## src/rtl/multicycle_slice_adder.sv

```systemverilog
// Wide adder that reuses one 4-bit ripple adder, one slice per cycle.
// Valid/ready in, valid/ready out; the slice carry is held in a register.
//
// Ports:
//   clk, rst (async, active-high)
//   in_valid/in_ready, a, b, carry_in : operand handshake
//   out_valid/out_ready, sum, carry_out : result handshake
//   busy : high while an operation is in RUN or DONE

module ripple_adder_4bit_structural (
  input  logic [3:0] i_a,
  input  logic [3:0] i_b,
  input  logic       i_cin,
  output logic [3:0] o_sum,
  output logic       o_cout
);
  logic [4:0] w_c;
  logic [3:0] w_p;
  logic [3:0] w_g;

  assign w_c[0] = i_cin;

  for (genvar g = 0; g < 4; g++) begin : g_fa
    assign w_p[g]     = i_a[g] ^ i_b[g];
    assign w_g[g]     = i_a[g] & i_b[g];
    assign o_sum[g]   = w_p[g] ^ w_c[g];
    assign w_c[g + 1] = w_g[g] | (w_p[g] & w_c[g]);
  end

  assign o_cout = w_c[4];
endmodule

module multicycle_slice_adder #(
  parameter int WIDTH = 16
) (
  input  logic             clk,
  input  logic             rst,
  input  logic             in_valid,
  output logic             in_ready,
  input  logic [WIDTH-1:0] a,
  input  logic [WIDTH-1:0] b,
  input  logic             carry_in,
  output logic             out_valid,
  input  logic             out_ready,
  output logic [WIDTH-1:0] sum,
  output logic             carry_out,
  output logic             busy
);
  localparam int NSLICE = WIDTH / 4;
  localparam int IDX_W  = $clog2(NSLICE);
  localparam logic [IDX_W-1:0] LAST = IDX_W'(NSLICE - 1);

  typedef enum logic [1:0] {
    S_IDLE,
    S_RUN,
    S_DONE
  } state_t;

  state_t r_state;
  state_t w_next;

  logic [IDX_W-1:0] r_idx;
  logic             r_carry;
  logic [WIDTH-1:0] r_a;
  logic [WIDTH-1:0] r_b;
  logic [WIDTH-1:0] r_sum;
  logic             r_cout;
  logic             r_out_valid;

  logic [IDX_W+1:0] w_base;
  logic [3:0]       w_a_sl;
  logic [3:0]       w_b_sl;
  logic [3:0]       w_s;
  logic             w_co;
  logic             w_last;

  // Bit offset of the current slice: idx * 4.
  assign w_base = {r_idx, 2'b00};
  assign w_a_sl = r_a[w_base +: 4];
  assign w_b_sl = r_b[w_base +: 4];
  assign w_last = (r_idx == LAST);

  ripple_adder_4bit_structural u_add (
    .i_a   (w_a_sl),
    .i_b   (w_b_sl),
    .i_cin (r_carry),
    .o_sum (w_s),
    .o_cout(w_co)
  );

  always_ff @(posedge clk or posedge rst) begin
    if (rst) r_state <= S_IDLE;
    else     r_state <= w_next;
  end

  always_comb begin
    w_next = r_state;
    unique case (r_state)
      S_IDLE: if (in_valid)  w_next = S_RUN;
      S_RUN:  if (w_last)    w_next = S_DONE;
      S_DONE: if (out_ready) w_next = S_IDLE;
      default:               w_next = S_IDLE;
    endcase
  end

  always_ff @(posedge clk or posedge rst) begin
    if (rst) begin
      r_idx       <= '0;
      r_carry     <= 1'b0;
      r_a         <= '0;
      r_b         <= '0;
      r_sum       <= '0;
      r_cout      <= 1'b0;
      r_out_valid <= 1'b0;
    end else begin
      unique case (r_state)
        S_IDLE: begin
          if (in_valid) begin
            r_a     <= a;
            r_b     <= b;
            r_carry <= carry_in;
            r_idx   <= '0;
          end
        end
        S_RUN: begin
          r_sum[w_base +: 4] <= w_s;
          r_carry            <= w_co;
          // Wrap explicitly so non-power-of-two slice counts restart cleanly.
          r_idx <= w_last ? '0 : r_idx + 1'b1;
          if (w_last) begin
            r_cout      <= w_co;
            r_out_valid <= 1'b1;
          end
        end
        S_DONE: begin
          if (out_ready) r_out_valid <= 1'b0;
        end
        default: ;
      endcase
    end
  end

  assign in_ready  = (r_state == S_IDLE) & ~rst;
  assign busy      = (r_state != S_IDLE);
  assign out_valid = r_out_valid;
  assign sum       = r_sum;
  assign carry_out = r_cout;
endmodule

```

## config.mk

```make
export PLATFORM = sky130hd
export DESIGN_NAME = multicycle_slice_adder
export DESIGN_NICKNAME = d
export VERILOG_FILES = /design/src/rtl/multicycle_slice_adder.sv
export SDC_FILE = /design/constraint.sdc
export NUM_CORES = 1
export LEC_CHECK = 0
export ABC_AREA = 1
export ABC_CLOCK_PERIOD_IN_PS = 2700
export CORE_ASPECT_RATIO = 0.7
export CORE_UTILIZATION = 45
export CTS_CLUSTER_SIZE = 28
export DETAILED_ROUTE_END_ITERATION = 8
export PLACE_DENSITY = 0.85
export SLEW_MARGIN = 15
export SYNTH_ARGS = -nofsm -noshare
export SYNTH_HDL_FRONTEND = slang
export SYNTH_SLANG_ARGS = --single-unit
```

## constraint.sdc

```tcl
create_clock -name clk -period 2.7 [get_ports clk]
set_input_delay 0.54 -clock clk [delete_from_list [all_inputs] [get_ports clk]]
set_output_delay 0.54 -clock clk [all_outputs]
set_load 0.005 [all_outputs]
```

== Word-level counts from Yosys, hierarchy flattened ==
Cells that the tools add are included.
Widths: inputs -> output; s select.

* Logic and storage cells: 64
* Flip-flop bits (word level): 55
* Bits of input ports: 37
* Output and inout bits: 20

* Add/subtract/negate cells: 2
* Mux-type cells: 13
* Shift operators: 4
* Equality and inequality tests: 6
* Bitwise logic cells: 22
* Reduce and logical (&&, ||, !) cells: 9

{| class="wikitable"
|+ Operators with widths
! kind !! number
|-
| $shiftx 16x5->4 || 2
|-
| $bwmux 16 || 1
|-
| $shift 4x6->16 const A || 1
|-
| $shiftx 4x6->16 || 1
|-
| $mux 2 || 5
|-
| $and 1x1->1 || 9
|-
| $xor 1x1->1 || 8
|-
| $ne 2x2->1 const B || 3
|-
| $neg 4->6 || 1
|-
| $pmux 2 s3 || 1
|-
| $reduce_and 2->1 || 3
|-
| $reduce_and 3->1 || 2
|-
| $reduce_bool 2->1 || 3
|-
| $eq 2x2->1 const B || 2
|-
| $or 1x1->1 || 4
|-
| $pmux 1 s2 || 2
|-
| $pmux 2 s2 || 1
|-
| $mux 1 || 3
|-
| $add 2x1->2 const B || 1
|-
| $eq 2x1->1 const B || 1
|-
| $logic_not 2->1 || 1
|-
| $not 1->1 || 1
|}

== Longest topological paths before layout ==
* Depth in word-level cells: 11
* Gate-level depth with buffers: 15
* Depth with buffers taken out: 14

== By module ==
From an unflattened synthesis, not the netlist that was laid out.

* Cell total of the unflattened synthesis: 334
* Area total of the unflattened synthesis: 2751.4 um^2

{| class="wikitable"
|+ Modules (own cells, without submodules)
! module !! cells each !! sequential area each (um^2) !! area each (um^2) !! times used
|-
| multicycle_slice_adder || 320 || 1376.3 || 2633.8 || 1
|-
| ripple_adder_4bit_structural || 14 || 0.0 || 117.6 || 1
|}

== Worst setup path after synthesis ==
Ideal clock, no wire load.

* Path kind: register to register
* Start: register r_idx[1]
* End: register r_sum[11], in the netlist sum[11]
* Period minus slack after synthesis: 2744 ps
* Required time: 2583 ps
* Buffers on the path: 1
* Cell stages (with the launch flop): 16
* Arrival time: 2627 ps
* Setup time: 117 ps
* Path slack: -44 ps
* Cells stage by stage: dfrtp_1 inv_1 buf_2 nor2_1 o21ai_0 nand2_1 fa_1 inv_1 fa_1 fa_1 inv_1 fa_1 nand2_1 inv_1 nand3_1 nand2_1

* Cells in the longest elaborated chain, start to end: 11
* Elaborated cells between the ends (all ways): 23
* Classes of those cells: add/sub (1); shift (4); mux (1); bitwise (17)

{| class="wikitable"
|+ Ends and longest elaborated chain
! what !! line !! source
|-
| start, declared || 62 || <nowiki>logic [IDX_W-1:0] r_idx;</nowiki>
|-
| start signal, assigned || 129 || <nowiki>r_idx <= w_last ? '0 : r_idx + 1'b1;</nowiki>
|-
| $shiftx 16x5->4 (on tied branches) || 79, 80 ||
|-
| $xor 1x1->1 || 24 || <nowiki>assign w_p[g] = i_a[g] ^ i_b[g];</nowiki>
|-
| $and 1x1->1 || 27 || <nowiki>assign w_c[g + 1] = w_g[g] | (w_p[g] & w_c[g]);</nowiki>
|-
| $or 1x1->1 || 27 ||
|-
| $and 1x1->1 || 27 ||
|-
| $or 1x1->1 || 27 ||
|-
| $and 1x1->1 || 27 ||
|-
| $or 1x1->1 || 27 ||
|-
| $xor 1x1->1 || 26 || <nowiki>assign o_sum[g] = w_p[g] ^ w_c[g];</nowiki>
|-
| $shiftx 4x6->16 || 126 || <nowiki>r_sum[w_base +: 4] <= w_s;</nowiki>
|-
| $bwmux 16 (*) || 126 ||
|-
| end signal, assigned by index || 126 ||
|-
| end, declared || 66 || <nowiki>logic [WIDTH-1:0] r_sum;</nowiki>
|}

Every way passes the cells marked *; elsewhere a longest branch is shown, timed or not.
A chain may end at the register's enable or synchronous reset.

== Worst setup path in the final report ==
* Start: register r_idx[0]
* End: register r_sum[15], in the netlist sum[15]

Same word-level chain as after synthesis.

==> impl_metrics.json <==
{
  "status": "completed",
  "start_kind": "flop",
  "root_buffer": "clkbuf_8",
  "cts_tree": "built",
  "gp_congestion": 0.9397,
  "whs_path_depth": 2,
  "ir_drop_mv": 0.4861,
  "cp_slowest_cell": "fa_2",
  "area_delta_synth_final_pct": 30.49,
  "utilization_pct": 61.50,
  "via_per_inst": 5.044,
  "fin_worst_skew_ns": 0.005257,
  "syn_area_per_cell_sq_um": 7.932,
  "arrival_ns": 2.89,
  "p_leak_nw": 1.765,
  "yosysSeqAreaShare_pct": 50.74,
  "grt_max_degree": 35,
  "drt_iter0_drc": 139,
  "antenna_left": 0,
  "hold_path_class": "reg2reg",
  "cts_buffers": 5,
  "synth_area_sq_mm": 0.002713,
  "cap_violations": 0,
  "hold_viol_final": 0,
  "ys_ff_latch": 55,
  "cpMostUsedCell": "fa_2",
  "netlist_instances": 342,
  "antenna_found_initial": 0,
  "fin_cells": 479,
  "final_layout_size_suffix_gt1_share_pct": 10.15,
  "tightest_slew_ns": 0.6967,
  "core_area_sq_mm": 0.005756,
  "netlist-cell-type-count": 19,
  "yosys.area.top_type": "dfrtp_1",
  "grt_overflow": 0,
  "pin_count": 57,
  "period_needed_ns": 2.627,
  "cts_hold_buf": 0,
  "crit_chain": "buf_6, nor2_2, nor2_1, o21ai_1, nand2_1, fa_2, inv_2, fa_2, fa_2, inv_2, fa_2, nand2_2, nor2_2, nand2_1, nand2_1",
  "wl_met3_microns": 314,
  "grt.total_usage_pct": 22.31,
  "grt_pass1_wl_microns": 10770,
  "num_rows": 23,
  "power.density_mw_per_mm2": 1206,
  "syn_nets": 389,
  "yosys-top-cells-area": "dfrtp_1 (51%), nand2_1 (19%), nand3_1 (10%)",
  "power_mw": 4.269,
  "clkSinkCount": 55,
  "rsz0062_at_grt": "true",
  "max_stage_delay_ns": 0.55,
  "wl_per_cell_microns": 12.90,
  "cts-htree-levels": 2,
  "criticalPathCategory": "reg2reg",
  "dr.pass1.iters": 4,
  "maxSlewViolCount": 0,
  "drc": 0,
  "dp.cells": 470,
  "period_share_pct": 97.31,
  "end_kind": "flop",
  "grt_pass1_vias": 2337,
  "cp.required_ns": 2.96,
  "die_y_microns": 66.96,
  "relSlewSlack_pct": 53.48,
  "drt-total-wl_microns": 6177,
  "io_buffers": 56,
  "die_w_microns": 94.80,
  "path_clk_slew_ns": 0.09,
  "layout_common_cells": "nand2_1 (139), clkdlybuf4s50_1 (56), nand3_1 (55)",
  "insertion_delay_ns": 0.31,
  "antenna_cells": 0,
  "ys_warn_count": 0,
  "met2_length_microns": 2900,
  "layout.nets": 450,
  "vias": 2416,
  "fp.dieArea_sq_mm": 0.006347,
  "path_max_fanout": 5,
  "rr_worst_depth": 15,
  "top_layer": "met4",
  "synth_top_cell_area_share_pct": 50.74,
  "initial_core_util_pct": 47.13,
  "cts_max_path_buffers": 2,
  "finalSetupViolations": 0,
  "rrSetupSlack_ns": 0.07,
  "fmax_mhz": 380.6,
  "dpl.hpwl_microns": 4503,
  "wl_met1_microns": 2830,
  "final_common_cell": "nand2_1"
}
## sequential cells by signal, summed over array words and instances, names as in the netlist
signal	count
out_valid	1
r_carry	1
r_idx	2
carry_out	1
sum	16
r_state	2
r_b	16
r_a	16
## area by class of cell
type	count	area, sq um
multi-input combinational	251	1207
clock buffer	8	100.1
fill	504	2216
inverter	20	77.57
timing repair buffer	70	681.9
tap	75	93.84
sequential	55	1379
## worst paths after layout
path                           from       end
hold / removal               r_a[5]    r_a[5]
min in group asynchronous       rst  r_idx[0]
hold reg to reg              r_a[5]    r_a[5]
max in group asynchronous       rst    r_b[4]
setup reg to reg           r_idx[0]   sum[15]
setup / recovery           r_idx[0]   sum[15]
## cells by family after synthesis
| group | after synthesis | share of synthesized area (%) |
|---|---|---|
| compound gates | 18 | 3.782 |
| fa+ha+maj | 10 | 5.720 |
| buf+inv | 36 | 5.674 |
| flops | 55 | 50.74 |
| simple gates | 223 | 34.09 |
## per-layer routing
| metal | track usage [%] | vias to the layer above |
|---|---|---|
| met5 | 0 | - |
| met4 | 8.144 | 0 |
| met3 | 4.795 | 16 |
| met2 | 36.06 | 73 |
| met1 | 29.56 | 1119 |
| li1 | - | 1208 |
## power breakdown
| part | leakage, nW | switching [mW] | internal, mW |
|---|---|---|---|
| logic | 1.01 | 1.38 | 0.980 |
| clock network | 0.0515 | 0.259 | 0.235 |
| registers | 0.700 | 0.237 | 1.17 |
| total | 1.77 | 1.88 | 2.39 |
## timing repair
| action | CTS | global route |
|---|---|---|
| gates resized for setup | 3 | 15 |
| pin swaps | 2 | 6 |
| setup endpoints to repair | 4 | 6 |
| buffers inserted | 1 | 0 |
## stage by stage
step / setup WS (ns) / TNS [ns] / hold slack (ns) / instance area [sq um]
2_1_floorplan: 0.0006222 / 0 / 0.4366 / 2714
3_3_place_gp: 0.01696 / 0 / 0.4568 / 3400
3_5_place_dp: -0.07426 / -0.1562 / 0.4587 / 3400
4_1_cts: 0.02789 / 0 / 0.4814 / 3513
5_1_grt: -0.07730 / -0.2124 / 0.5187 / 3540
6_report: 0.07260 / 0 / 0.4787 / 3540
## synth_stat cells
| master | instances |
|---|---|
| inv_2 | 1 |
| nand2_1 | 140 |
| nor2_2 | 1 |
| nand3_1 | 56 |
| fa_1 | 4 |
| clkbuf_1 | 3 |
| nand4_1 | 2 |
| nor2_4 | 1 |
| dfrtp_1 | 55 |
| o211ai_1 | 4 |
| buf_4 | 1 |
| nand2_2 | 1 |
| inv_1 | 19 |
| o31ai_1 | 1 |
| ha_1 | 6 |
| o21ai_1 | 1 |
| nor2_1 | 22 |
| buf_2 | 12 |
| o21ai_0 | 12 |
## critical path, delay by kind of cell, from the launching register on
| kind | cells | cell delay (ns) |
|---|---|---|
| buffers and inverters | 3 | 0.24 |
| AO/OA/AOI/OAI | 1 | 0.07 |
| flip-flops | 1 | 0.45 |
| AND/OR/NAND/NOR | 7 | 0.51 |
| adder cells (fa/ha/maj) | 4 | 1.30 |
(Power assumes the default switching activity.)
